## src/rtl/cpu_pkg.sv

```systemverilog
// Shared widths, requester ids and the issued-command payload for the memory arbiter.
package cpu_pkg;

  localparam int unsigned ADDR_W       = 4;
  localparam int unsigned DATA_W       = 8;
  localparam int unsigned MAX_LOCK_DEF = 4;

  typedef enum logic [1:0] {
    REQ_CPU  = 2'd0,
    REQ_HOST = 2'd1,
    REQ_NONE = 2'd2
  } req_id_t;

  typedef struct packed {
    logic              we;
    logic [ADDR_W-1:0] addr;
    logic [DATA_W-1:0] wdata;
  } mem_cmd_t;

  // The requester that is not `id`; REQ_NONE maps to REQ_CPU.
  function automatic req_id_t other_id(input req_id_t id);
    return (id == REQ_CPU) ? REQ_HOST : REQ_CPU;
  endfunction

endpackage

```

## src/rtl/mem_arbiter_if.sv

```systemverilog
// One requester's access channel: request/command toward the arbiter, grant/read return back.
interface mem_arbiter_if;
  import cpu_pkg::*;

  logic              req;
  logic              we;
  logic              lock;
  logic [ADDR_W-1:0] addr;
  logic [DATA_W-1:0] wdata;
  logic              gnt;
  logic              rvalid;
  logic [DATA_W-1:0] rdata;

  modport master (output req, we, lock, addr, wdata, input gnt, rvalid, rdata);
  modport slave  (input req, we, lock, addr, wdata, output gnt, rvalid, rdata);

endinterface

```

## src/rtl/mem_arbiter_rr_pick.sv

```systemverilog
// Combinational 2-way round-robin picker with lock ownership and a one-shot hand-over override.
module rr_pick
  import cpu_pkg::*;
(
  input  logic [1:0] eligible,
  input  req_id_t    last_winner,
  input  req_id_t    lock_owner,
  input  logic       force_other,
  output req_id_t    winner_c,
  output logic       valid_c
);

  req_id_t pref;
  logic    pref_elig;
  logic    owner_elig;

  always_comb begin
    pref       = other_id(last_winner);
    pref_elig  = (pref == REQ_CPU) ? eligible[0] : eligible[1];
    owner_elig = 1'b0;
    winner_c   = REQ_NONE;
    valid_c    = 1'b0;

    if (lock_owner == REQ_CPU) begin
      owner_elig = eligible[0];
    end else if (lock_owner == REQ_HOST) begin
      owner_elig = eligible[1];
    end

    if (force_other && pref_elig) begin
      winner_c = pref;
      valid_c  = 1'b1;
    end else if (lock_owner != REQ_NONE) begin
      // A held lock blocks the other side even while the owner is idle.
      if (owner_elig) begin
        winner_c = lock_owner;
        valid_c  = 1'b1;
      end
    end else if (&eligible) begin
      winner_c = pref;
      valid_c  = 1'b1;
    end else if (eligible[0]) begin
      winner_c = REQ_CPU;
      valid_c  = 1'b1;
    end else if (eligible[1]) begin
      winner_c = REQ_HOST;
      valid_c  = 1'b1;
    end
  end

endmodule

```

## src/rtl/mem_arbiter.sv

```systemverilog
// Shares one synchronous 16x8 memory between CPU and host ports: registered round-robin issue,
// bounded lock for read-modify-write, and a one-cycle read-return pipeline.
module mem_arbiter
  import cpu_pkg::*;
#(
  parameter int unsigned MAX_LOCK = MAX_LOCK_DEF
) (
  input  logic              clk,
  input  logic              rst,
  mem_arbiter_if.slave      cpu,
  mem_arbiter_if.slave      host,
  output logic              mem_en,
  output logic              mem_we,
  output logic [ADDR_W-1:0] mem_addr,
  output logic [DATA_W-1:0] mem_wdata,
  input  logic [DATA_W-1:0] mem_rdata
);

  localparam int unsigned CNT_W = $clog2(MAX_LOCK + 1);

  req_id_t          last_winner;
  req_id_t          lock_owner;
  req_id_t          lock_owner_n;
  req_id_t          winner;
  logic [CNT_W-1:0] lock_cnt;
  logic [CNT_W-1:0] lock_cnt_n;
  logic [CNT_W-1:0] cnt_inc;
  logic             force_other;
  logic             force_other_n;
  logic             win_valid;
  logic [1:0]       eligible;
  logic             sel_lock;
  logic             owner_lock;
  logic             owner_req;
  mem_cmd_t         sel_cmd;
  logic [DATA_W-1:0] cpu_rdata_q;
  logic [DATA_W-1:0] host_rdata_q;

  // A request is already consumed on the edge where its grant is showing.
  assign eligible = {host.req & ~host.gnt, cpu.req & ~cpu.gnt};

  rr_pick u_pick (
    .eligible    (eligible),
    .last_winner (last_winner),
    .lock_owner  (lock_owner),
    .force_other (force_other),
    .winner_c    (winner),
    .valid_c     (win_valid)
  );

  always_comb begin
    sel_cmd    = '{we: cpu.we, addr: cpu.addr, wdata: cpu.wdata};
    sel_lock   = cpu.lock;
    owner_lock = cpu.lock;
    owner_req  = cpu.req;
    if (winner == REQ_HOST) begin
      sel_cmd  = '{we: host.we, addr: host.addr, wdata: host.wdata};
      sel_lock = host.lock;
    end
    if (lock_owner == REQ_HOST) begin
      owner_lock = host.lock;
      owner_req  = host.req;
    end
  end

  // Lock bookkeeping; an owner still holding a pending request keeps the lock until it issues.
  always_comb begin
    lock_owner_n  = lock_owner;
    lock_cnt_n    = lock_cnt;
    force_other_n = 1'b0;
    cnt_inc       = lock_cnt + CNT_W'(1);
    if (win_valid) begin
      if (sel_lock && (cnt_inc == CNT_W'(MAX_LOCK))) begin
        lock_owner_n  = REQ_NONE;
        lock_cnt_n    = '0;
        force_other_n = 1'b1;
      end else if (sel_lock) begin
        lock_owner_n = winner;
        lock_cnt_n   = cnt_inc;
      end else begin
        lock_owner_n = REQ_NONE;
        lock_cnt_n   = '0;
      end
    end else if ((lock_owner != REQ_NONE) && !owner_lock && !owner_req) begin
      lock_owner_n = REQ_NONE;
      lock_cnt_n   = '0;
    end
  end

  always_ff @(posedge clk) begin
    if (rst) begin
      cpu.gnt      <= 1'b0;
      host.gnt     <= 1'b0;
      cpu.rvalid   <= 1'b0;
      host.rvalid  <= 1'b0;
      cpu_rdata_q  <= '0;
      host_rdata_q <= '0;
      mem_en       <= 1'b0;
      mem_we       <= 1'b0;
      mem_addr     <= '0;
      mem_wdata    <= '0;
      last_winner  <= REQ_HOST;
      lock_owner   <= REQ_NONE;
      lock_cnt     <= '0;
      force_other  <= 1'b0;
    end else begin
      cpu.gnt     <= win_valid && (winner == REQ_CPU);
      host.gnt    <= win_valid && (winner == REQ_HOST);
      mem_en      <= win_valid;
      mem_we      <= win_valid && sel_cmd.we;
      cpu.rvalid  <= cpu.gnt && !mem_we;
      host.rvalid <= host.gnt && !mem_we;
      lock_owner  <= lock_owner_n;
      lock_cnt    <= lock_cnt_n;
      force_other <= force_other_n;
      if (win_valid) begin
        mem_addr    <= sel_cmd.addr;
        mem_wdata   <= sel_cmd.wdata;
        last_winner <= winner;
      end
      if (cpu.rvalid) begin
        cpu_rdata_q <= mem_rdata;
      end
      if (host.rvalid) begin
        host_rdata_q <= mem_rdata;
      end
    end
  end

  // Memory data arrives in the rvalid cycle; between pulses the last word is held.
  assign cpu.rdata  = cpu.rvalid  ? mem_rdata : cpu_rdata_q;
  assign host.rdata = host.rvalid ? mem_rdata : host_rdata_q;

  gnt_onehot: assert property (@(posedge clk) disable iff (rst) !(cpu.gnt && host.gnt));

endmodule

```

## src/flat_wrapper.sv

```systemverilog
// flat-port wrapper written by rule: the top's interface ports become plain ports
module mem_arbiter_flat import cpu_pkg::*;
#(
  parameter int unsigned MAX_LOCK = MAX_LOCK_DEF
)
  (clk, rst, mem_en, mem_we, mem_addr, mem_wdata, mem_rdata, cpu_req, cpu_we, cpu_lock, cpu_addr, cpu_wdata, cpu_gnt, cpu_rvalid, cpu_rdata, host_req, host_we, host_lock, host_addr, host_wdata, host_gnt, host_rvalid, host_rdata);
  mem_arbiter_if cpu_i ();
  mem_arbiter_if host_i ();
  input  logic clk;
  input  logic rst;
  output logic mem_en;
  output logic mem_we;
  output logic [ADDR_W-1:0] mem_addr;
  output logic [DATA_W-1:0] mem_wdata;
  input  logic [DATA_W-1:0] mem_rdata;
  input wire logic [$bits(cpu_i.req)-1:0] cpu_req;
  input wire logic [$bits(cpu_i.we)-1:0] cpu_we;
  input wire logic [$bits(cpu_i.lock)-1:0] cpu_lock;
  input wire logic [$bits(cpu_i.addr)-1:0] cpu_addr;
  input wire logic [$bits(cpu_i.wdata)-1:0] cpu_wdata;
  output wire logic [$bits(cpu_i.gnt)-1:0] cpu_gnt;
  output wire logic [$bits(cpu_i.rvalid)-1:0] cpu_rvalid;
  output wire logic [$bits(cpu_i.rdata)-1:0] cpu_rdata;
  input wire logic [$bits(host_i.req)-1:0] host_req;
  input wire logic [$bits(host_i.we)-1:0] host_we;
  input wire logic [$bits(host_i.lock)-1:0] host_lock;
  input wire logic [$bits(host_i.addr)-1:0] host_addr;
  input wire logic [$bits(host_i.wdata)-1:0] host_wdata;
  output wire logic [$bits(host_i.gnt)-1:0] host_gnt;
  output wire logic [$bits(host_i.rvalid)-1:0] host_rvalid;
  output wire logic [$bits(host_i.rdata)-1:0] host_rdata;
  assign cpu_i.req = cpu_req;
  assign cpu_i.we = cpu_we;
  assign cpu_i.lock = cpu_lock;
  assign cpu_i.addr = cpu_addr;
  assign cpu_i.wdata = cpu_wdata;
  assign cpu_gnt = cpu_i.gnt;
  assign cpu_rvalid = cpu_i.rvalid;
  assign cpu_rdata = cpu_i.rdata;
  assign host_i.req = host_req;
  assign host_i.we = host_we;
  assign host_i.lock = host_lock;
  assign host_i.addr = host_addr;
  assign host_i.wdata = host_wdata;
  assign host_gnt = host_i.gnt;
  assign host_rvalid = host_i.rvalid;
  assign host_rdata = host_i.rdata;
  mem_arbiter #(.MAX_LOCK(MAX_LOCK)) u_core (.clk(clk), .rst(rst), .cpu(cpu_i), .host(host_i), .mem_en(mem_en), .mem_we(mem_we), .mem_addr(mem_addr), .mem_wdata(mem_wdata), .mem_rdata(mem_rdata));
endmodule
```

## config.mk

```make
export PLATFORM = sky130hd
export DESIGN_NAME = mem_arbiter_flat
export DESIGN_NICKNAME = d
export VERILOG_FILES = /design/src/rtl/cpu_pkg.sv /design/src/rtl/mem_arbiter_if.sv /design/src/rtl/mem_arbiter_rr_pick.sv /design/src/rtl/mem_arbiter.sv /design/src/flat_wrapper.sv
export SDC_FILE = /design/constraint.sdc
export NUM_CORES = 1
export LEC_CHECK = 0
export ABC_AREA = 1
export CAP_MARGIN = 20
export CELL_PAD_IN_SITES_DETAIL_PLACEMENT = 2
export CELL_PAD_IN_SITES_GLOBAL_PLACEMENT = 2
export CORE_MARGIN = 5
export CORE_UTILIZATION = 20
export DETAILED_ROUTE_END_ITERATION = 7
export PLACE_DENSITY_LB_ADDON = 0.15
export RECOVER_POWER = 25
export SKIP_CTS_REPAIR_TIMING = 1
export SYNTH_ARGS = -nofsm -noshare
export SYNTH_HDL_FRONTEND = slang
export SYNTH_SLANG_ARGS = --single-unit
```

## constraint.sdc

```tcl
create_clock -name clk -period 1.35 [get_ports clk]
set_input_delay 0.27 -clock clk [delete_from_list [all_inputs] [get_ports clk]]
set_output_delay 0.27 -clock clk [all_outputs]
set_load 0.01 [all_outputs]
```

# After elaboration in Yosys (flattened, before gate mapping)
# Cells that the tools add are included.
word_totals:
  output_inout_bits: 34
  regBits: 42
  input_bits: 40
classes:
  reduce_logical: 19
  addsub: 1
  n_mux: 31
  n_eq_ne: 4
  bitwise: 5
op_table:
  columns: ["operator", "count"]
  rows:
  - ["2-bit 2-to-1 mux", 10]
  - ["8-bit 2-to-1 mux", 2]
  - ["1-bit 2-to-1 mux", 14]
  - ["13-bit 2-to-1 mux", 1]
  - ["3-bit 2-to-1 mux", 4]
  - ["1-bit logical AND", 9]
  - ["2-bit zero test", 4]
  - ["2-bit by 1-bit == test with 1-bit output (second input constant)", 2]
  - ["3-bit by 1-bit adder with 3-bit output (second input constant)", 1]
  - ["3-bit == test (second input constant)", 1]
  - ["1-bit zero test", 3]
  - ["1-bit NOT", 3]
  - ["1-bit bitwise AND", 2]
  - ["2-bit != test (second input constant)", 1]
  - ["2-bit AND reduction", 1]
  - ["2-bit nonzero test", 1]
  - ["2-bit OR reduction", 1]

# Logic depth before layout (Yosys ltp)
# Gate-level depths: netlist (run 1).
depth:
  depth_word: 12
  ltp_mapped: 11

# By module
# A second synthesis (run 1) with hierarchy kept.
hier_totals:
  hier_cells: 252
  hier_area_um2: 1805.5
modules_own_cells:
  columns: ["module", "seq_area_each_um2", "instances", "cells_per_inst", "area_per_inst_um2"]
  rows:
  - ["mem_arbiter", 840.8, 1, 230, 1701.6]
  - ["rr_pick", 0.0, 1, 22, 103.8]

# Least setup slack after synthesis (run 1)
# No wires, ideal clock.
synth_path:
  path_type: "reg-to-reg"
  start: "register u_core.host.gnt"
  end: "register u_core.mem_addr[1]"
  stages_incl_launch_ff: 10
  slack_ps: 43
  setup_time_ps: 118
  arrival_time_ps: 1189
  cell_sequence: "dfxtp_1 nor2_4 nand3_2 nand2_2 nor2_8 inv_2 nand2_2 inv_2 o21ai_1 o21ai_1"
synth_via:
  elab_chain_cells: 9
synth_lines:
  columns: ["element", "line_no", "rtl"]
  rows:
  - ["start: declaration", "mem_arbiter_if.sv:15", "modport slave (input req, we, lock, addr, wdata, output gnt, rvalid, rdata);"]
  - ["1-bit NOT *", "mem_arbiter.sv:40", "assign eligible = {host.req & ~host.gnt, cpu.req & ~cpu.gnt};"]
  - ["1-bit bitwise AND *", "mem_arbiter.sv:40", null]
  - ["2-bit 2-to-1 mux / 1-bit 2-to-1 mux (equally long branches)", "mem_arbiter_rr_pick.sv:45, mem_arbiter_rr_pick.sv:26", null]
  - ["2-bit 2-to-1 mux / 1-bit 2-to-1 mux (equally long branches)", "mem_arbiter_rr_pick.sv:42, mem_arbiter_rr_pick.sv:24", null]
  - ["2-bit 2-to-1 mux, on equally long branches", "mem_arbiter_rr_pick.sv:39, mem_arbiter_rr_pick.sv:35", null]
  - ["2-bit 2-to-1 mux", "mem_arbiter_rr_pick.sv:33", "end else if (lock_owner != REQ_NONE) begin"]
  - ["2-bit 2-to-1 mux", "mem_arbiter_rr_pick.sv:30", "if (force_other && pref_elig) begin"]
  - ["2-bit by 1-bit == test with 1-bit output", "mem_arbiter.sv:56", "if (winner == REQ_HOST) begin"]
  - ["13-bit 2-to-1 mux", "mem_arbiter.sv:56", null]
  - ["end signal: assignment", "mem_arbiter.sv:117", "mem_addr <= sel_cmd.addr;"]
  - ["end: declaration", "mem_arbiter.sv:14", "output logic [ADDR_W-1:0] mem_addr,"]
# Mark *: on every way between the ends. The rest lies on a longest branch, timed or not.
# A chain may end at the register's enable or synchronous reset.

# Worst setup path in the final report (run 1)
layout_path:
  start: "register u_core.lock_owner[1]"
  end: "register u_core.lock_cnt[0]"
layout_via:
  elab_chain_cells: 11
layout_lines:
  columns: ["element", "line_no", "rtl"]
  rows:
  - ["start: declaration", "mem_arbiter.sv:22", "req_id_t lock_owner;"]
  - ["start signal: assignment", "mem_arbiter.sv:113", "lock_owner <= lock_owner_n;"]
  - ["2-bit by 1-bit == test with 1-bit output", "mem_arbiter_rr_pick.sv:26, mem_arbiter.sv:60", null]
  - ["1-bit 2-to-1 mux", "mem_arbiter_rr_pick.sv:26", "end else if (lock_owner == REQ_HOST) begin"]
  - ["1-bit 2-to-1 mux", "mem_arbiter_rr_pick.sv:24", "if (lock_owner == REQ_CPU) begin"]
  - ["2-bit 2-to-1 mux", "mem_arbiter_rr_pick.sv:35", "if (owner_elig) begin"]
  - ["2-bit 2-to-1 mux", "mem_arbiter_rr_pick.sv:33", null]
  - ["2-bit 2-to-1 mux", "mem_arbiter_rr_pick.sv:30", null]
  - ["2-bit by 1-bit == test with 1-bit output", "mem_arbiter.sv:56", null]
  - ["1-bit 2-to-1 mux", "mem_arbiter.sv:56", null]
  - ["3-bit 2-to-1 mux / 1-bit logical AND (equally long branches)", "mem_arbiter.sv:77, mem_arbiter.sv:73", null]
  - ["3-bit 2-to-1 mux", "mem_arbiter.sv:73", "if (sel_lock && (cnt_inc == CNT_W'(MAX_LOCK))) begin"]
  - ["3-bit 2-to-1 mux", "mem_arbiter.sv:72", "if (win_valid) begin"]
  - ["end signal: assignment", "mem_arbiter.sv:114", "lock_cnt <= lock_cnt_n;"]
  - ["end: declaration", "mem_arbiter.sv:25", "logic [CNT_W-1:0] lock_cnt;"]
# Parallel ways exist; a longest one is shown, timed or not.

==> reports/qor.txt, run 1 <==
status - complete, but fails checks
violated checks - negative setup slack
Synth Register Bits - 42
port bufs - 73
Setup CP Type - flop to flop
cell count after placement - 470
asr flop ratio synth - 0
VDD IR-drop max - 0.440 mV
worst min path class - flop to flop
fraction of the yosys area taken by sequential cells - 0.468
Worst EP arrival - 1.76 ns
Nets - 429
Via Count - 2186
YS warnings - 0
Clock Skews - 0.0101 ns
fin cells - 495
TritonCTS Buffers - 5
Slew @ Worst Pin - 0.361 ns
post-layout util - 0.446
P_sw - 1.60 mW
Leak Pwr - 1.98 nW
RSZ-0062 raised after global routing - true
Synth Area in XOR/XNOR - 0.00487
mux share of post-synthesis cell area - 0
unique cell type count in the Yosys netlist - 26
post-DP HPWL - 5590 µm
io pins - 74
total gr overflow - 0
CTS tree - built
worst-path fanout max - 6
DRC violations left - 0
Initial Util - 0.206
worst-case hold slack - 0.454 ns
Power Internal - 2.96 mW
Sequential cell area - 860 µm²
largest net degree at the start of global routing - 17
Post-synth EDFFs - 0
area share of and/or/nand/nor cells after synthesis - 0.338
post-synth top area share - 0.468
fmax - 655 MHz
Via-to-Cell Ratio - 4.42
top cells by area, synth - dfxtp_1 47%, nand2_1 19%, a21oi_1 4.7%, nand3_1 3.9%, inv_1 3.3%
min Tclk post-route - 1.53 ns
Rows - 34
post-route cell area - 3890 µm²
GPL Wtd Cong - 0.702
core area - 8720 µm²
Final setup viols - 38
combinational share of power - 0.431
GRT Total Usage - 0.126
# clock sinks - 42
Net Sw Frac - 0.351
CTS Buffer Depth - 2
Die W - 105 µm
drt pass-1 iters - 4
Placed Instance Area - 3030 µm²
compound-cell area share of the yosys netlist - 0.102
number of global-route vias before repair - 2343
most common cell in the netlist - nand2_1
total design power - 4.55 mW
first-pass GRT wire length - 11300 µm
CP Capture Type - flop
PwrDens - 1170 nW/µm²
Wirelength per Cell - 17.0 µm
Final Max Tran Viols - 0
setup TNS - -2.59 ns
Slew HR - 0.759
P&R area growth vs syn - 117%
Worst Path Required - 1.59 ns
n_diodes - 0
die area - 11000 µm²
worst setup slack after layout - -0.177 ns
DRT iter0 DRCs - 18
Worst Setup Start Kind - flop
height of the die - 105 µm
max-cap viol count - 0
clock latency on the worst-skew pair - 0.30 ns
fillers - 943
post-synth top area cell - dfxtp_1
clock slew at reported path FFs - 0.09 ns
Final Hold Fails - 0
Placement Setup Slack - -0.571 ns
Synth Instances - 243
Final period util - 1.13
main combinational cell family by area after synthesis - simple AND/OR/NAND/NOR gates
WL final - 8400 µm
clock root buffer master - clkbuf_8
share of post-route cells with drive strength above 1 - 0.532
Flop pwr share - 0.337
clock share of power - 0.232
Avg Inst Size Synth - 7.40 µm²
H-tree depth - 2
Cell Area, Synth - 1800 µm²
Main synth FF type - dfxtp_1
initial antenna violation count - 0
area of the multi-input gates - 1320 µm²
Post-DRT Antenna Nets - 0
Synthesized Nets - 285
area share of fa/ha/maj cells after synthesis - 0.0139
commonest cells in the netlist - 89 x nand2_1, 42 x dfxtp_1, 17 x a21oi_1, 16 x inv_1, 14 x nand3_1
state kept, by name, indices dropped and copies added, names as in the netlist, 2 cells and up:
| signal | cells |
|---|---|
| u_core.cpu_rdata_q | 8 |
| u_core.last_winner | 2 |
| u_core.host_rdata_q | 8 |
| u_core.lock_owner | 2 |
| u_core.lock_cnt | 3 |
| u_core.mem_addr | 4 |
| u_core.mem_wdata | 8 |
cell families (layout without fill, tap and decap cells):
group,Yosys count,after routing
AND/OR/NAND/NOR,134,136
flip-flops,42,42
adder cells (fa/ha/maj),2,2
XOR/XNOR,1,1
AO/OA/AOI/OAI,34,34
buffers and inverters,30,172
area by class of cell:
class | instances | share of cell area
repair buffers | 142 | 0.350
multi-input cells | 173 | 0.339
well taps | 108 | 0.0347
clock buffers | 6 | 0.0212
clock inverters | 1 | 0.00771
inverters | 23 | 0.0267
flip-flops and latches | 42 | 0.221
layer usage:
metal  up-vias  GRT usage  wire [µm]
met5         -          0          0
met4         0     0.0384        103
met3        10     0.0358        350
met2        53      0.236       4700
met1      1065      0.135       3250
li1       1058          -          -
power by group through the flow:
| stage | Clock, mW | Sequential [mW] | Combinational (mW) |
|---|---|---|---|
| after global routing | 1.13 | 1.56 | 2.12 |
| after floorplan | 0 | 1.55 | 0.628 |
| after detailed placement | 0 | 1.52 | 1.47 |
| after CTS | 1.08 | 1.50 | 1.48 |
| after global placement | 0 | 1.52 | 1.43 |
| final | 1.06 | 1.54 | 1.96 |
cells in the final DEF, fill, tap and decap left out, drive strengths merged:
| master | count |
|---|---|
| a21oi | 17 |
| ha | 2 |
| dlymetal6s2s | 20 |
| nand2 | 99 |
| dfxtp | 42 |
| a31oi | 9 |
| clkbuf | 8 |
| clkdlybuf4s50 | 36 |
| nor2 | 20 |
| xor2 | 1 |
| dlygate4sd3 | 1 |
| nand3 | 15 |
| inv | 21 |
| o22ai | 1 |
| o21ai | 7 |
| bufinv | 1 |
| buf | 83 |
| nor3 | 2 |
| clkinv | 2 |
final timing paths:
check,startpoint,endpoint,slack (ns),cells past startpoint
hold reg to reg,u_core.mem_we$_SDFF_PP0_,u_core.host.rvalid$_SDFF_PP0_,0.45,1
hold / removal,u_core.mem_we$_SDFF_PP0_,u_core.host.rvalid$_SDFF_PP0_,0.45,1
setup reg to reg,u_core.lock_owner[1]$_SDFFE_PP1P_,u_core.lock_cnt[0]$_SDFFE_PP0P_,-0.18,10
setup / recovery,u_core.lock_owner[1]$_SDFFE_PP1P_,u_core.lock_cnt[0]$_SDFFE_PP0P_,-0.18,10
critical path, cell delays in order, from the launching register on:
cell     delay [ns]
dfxtp_4        0.38
inv_2          0.05
nand2_4        0.12
nand2_4        0.08
nand2_4        0.06
nand2_4        0.08
nor2_8         0.22
nand2_8        0.11
xor2_1         0.20
inv_1          0.07
nor2_1         0.09
(Power assumes the default switching activity.)
==> run 2, diff against run 1 <==
--- a/config.mk
+++ b/config.mk
@@ -11,6 +11,7 @@
 export CELL_PAD_IN_SITES_GLOBAL_PLACEMENT = 2
 export CORE_MARGIN = 5
 export CORE_UTILIZATION = 20
+export CTS_CLUSTER_DIAMETER = 100
 export DETAILED_ROUTE_END_ITERATION = 7
 export PLACE_DENSITY_LB_ADDON = 0.15
 export RECOVER_POWER = 25
==> results of run 2 <==
The final DEF is identical to that of run 1; final timing and power are the same.
==> edit (settings of run 2) <==
`MAX_LOCK_DEF`: 4 -> 2.
--- a/src/rtl/cpu_pkg.sv
+++ b/src/rtl/cpu_pkg.sv
@@ -3,7 +3,7 @@
 
   localparam int unsigned ADDR_W       = 4;
   localparam int unsigned DATA_W       = 8;
-  localparam int unsigned MAX_LOCK_DEF = 4;
+  localparam int unsigned MAX_LOCK_DEF = 2;
 
   typedef enum logic [1:0] {
     REQ_CPU  = 2'd0,
Formal check against the unedited RTL: not equivalent (Yosys sat finds a counterexample within 10 cycles, from zero or initial values and one cycle with rst high).
==> edit against run 2 <==
Worst setup slack improved by 0.021 ns; global-route usage decreased by 0.51 points; sequential cell count decreased by 1; the run still ends with setup timing left; area after synthesis decreased by 2.2%; cell count decreased by 0.20%; maximum frequency increased by 1.4%; wire length decreased by 9.3%; first-iteration DRC count increased by 78%; cell area decreased by 4.0%; combinational power increased by 9%; power increased by 2.8%; sequential share of layout area increased by 0.36 points.
==> edit: results <==
export IMPL_peakVddDrop_mv=0.612
export IMPL_worst_path_max_delay_cell="dfxtp_2"
export IMPL_grt_use_met3=0.0317
export IMPL_setup_slack_ns=-0.156
export IMPL_critPathLaunch="u_core.host.rvalid"
export IMPL_dpl_worst_slack_ns=-0.485
export IMPL_routabilityCongestion=0.727
export IMPL_rrSetupSlack_ns=-0.15
export IMPL_critPathArrivalTime_ns=1.24
export IMPL_grt_max_degree=15
export IMPL_synth_area_top_cells="dfxtp_1, nand2_1, a21oi_1"
export IMPL_grt_pass1_vias=2292
export IMPL_worstHoldStart="mem_rdata[5]"
export IMPL_grt_usage=0.121
export IMPL_violations="setup timing"
export IMPL_post_dp_cell_area_mm2=0.00299
export IMPL_fin_cells=494
export IMPL_dr_wl_met2_mm=4.38
export IMPL_viasPerCell=4.28
export IMPL_grt_use_met2=0.232
export IMPL_dp_cells=465
export IMPL_cpPeakStageDelay_ns=0.34
export IMPL_setup_viol=34
export IMPL_seq_cells=41
export IMPL_drtIter0Drc=32
export IMPL_multi_input_gates=168
export IMPL_nets=426
export IMPL_hp_class="primary input to register"
export IMPL_multi_input_area_share=0.294
export IMPL_cpLargestDelayFamily="buffers and inverters"
export IMPL_worst_pin_slew_ns=0.424
export IMPL_nonClockInverterCount=22
export IMPL_fin_setup_tns_ns=-2.94
export IMPL_utilization=0.433
export IMPL_synth_nets=280
export IMPL_fillCellCount=953
export IMPL_holdWs_ns=0.316
export IMPL_clock_skew_final_ns=0.00983
export IMPL_grt_pass1_wl_mm=10.8
export IMPL_status="complete, but fails checks"
export IMPL_seq_share=0.224
export IMPL_drt_met1_wl_mm=2.98
export IMPL_p_leak_nw=2.01
export IMPL_drive_gt1_frac=0.477
export IMPL_synth_common_cells="nand2_1, dfxtp_1, a21oi_1, inv_1, nand3_1"
export IMPL_buffers_excl_clock=147
edit: kinds of logic (layout without fill, tap and decap cells):
logic type | count (synthesis) | count (layout) | share of synthesized area
buf+inv | 30 | 177 | 0.0726
compound gates | 33 | 33 | 0.105
fa+ha+maj | 1 | 1 | 0.00712
simple gates | 134 | 134 | 0.348
flops | 41 | 41 | 0.467
edit: power groups by stage:
| stage | combinational (W) | clock, W | sequential (W) |
|---|---|---|---|
| floorplan | 0.000751 | 0 | 0.00155 |
| global placement | 0.00165 | 0 | 0.00151 |
| detailed placement | 0.00168 | 0 | 0.00151 |
| CTS | 0.00169 | 0.00106 | 0.00149 |
| global route | 0.00232 | 0.00111 | 0.00155 |
| finish | 0.00213 | 0.00103 | 0.00152 |
edit: final timing paths:
check / end / cells past startpoint
worst max register to register: u_core.lock_owner[0] / 12
worst min register to register: u_core.cpu.rvalid / 1
worst max-delay path: host_rdata[1] / 6
worst min-delay path: u_core.cpu_rdata_q[5] / 3
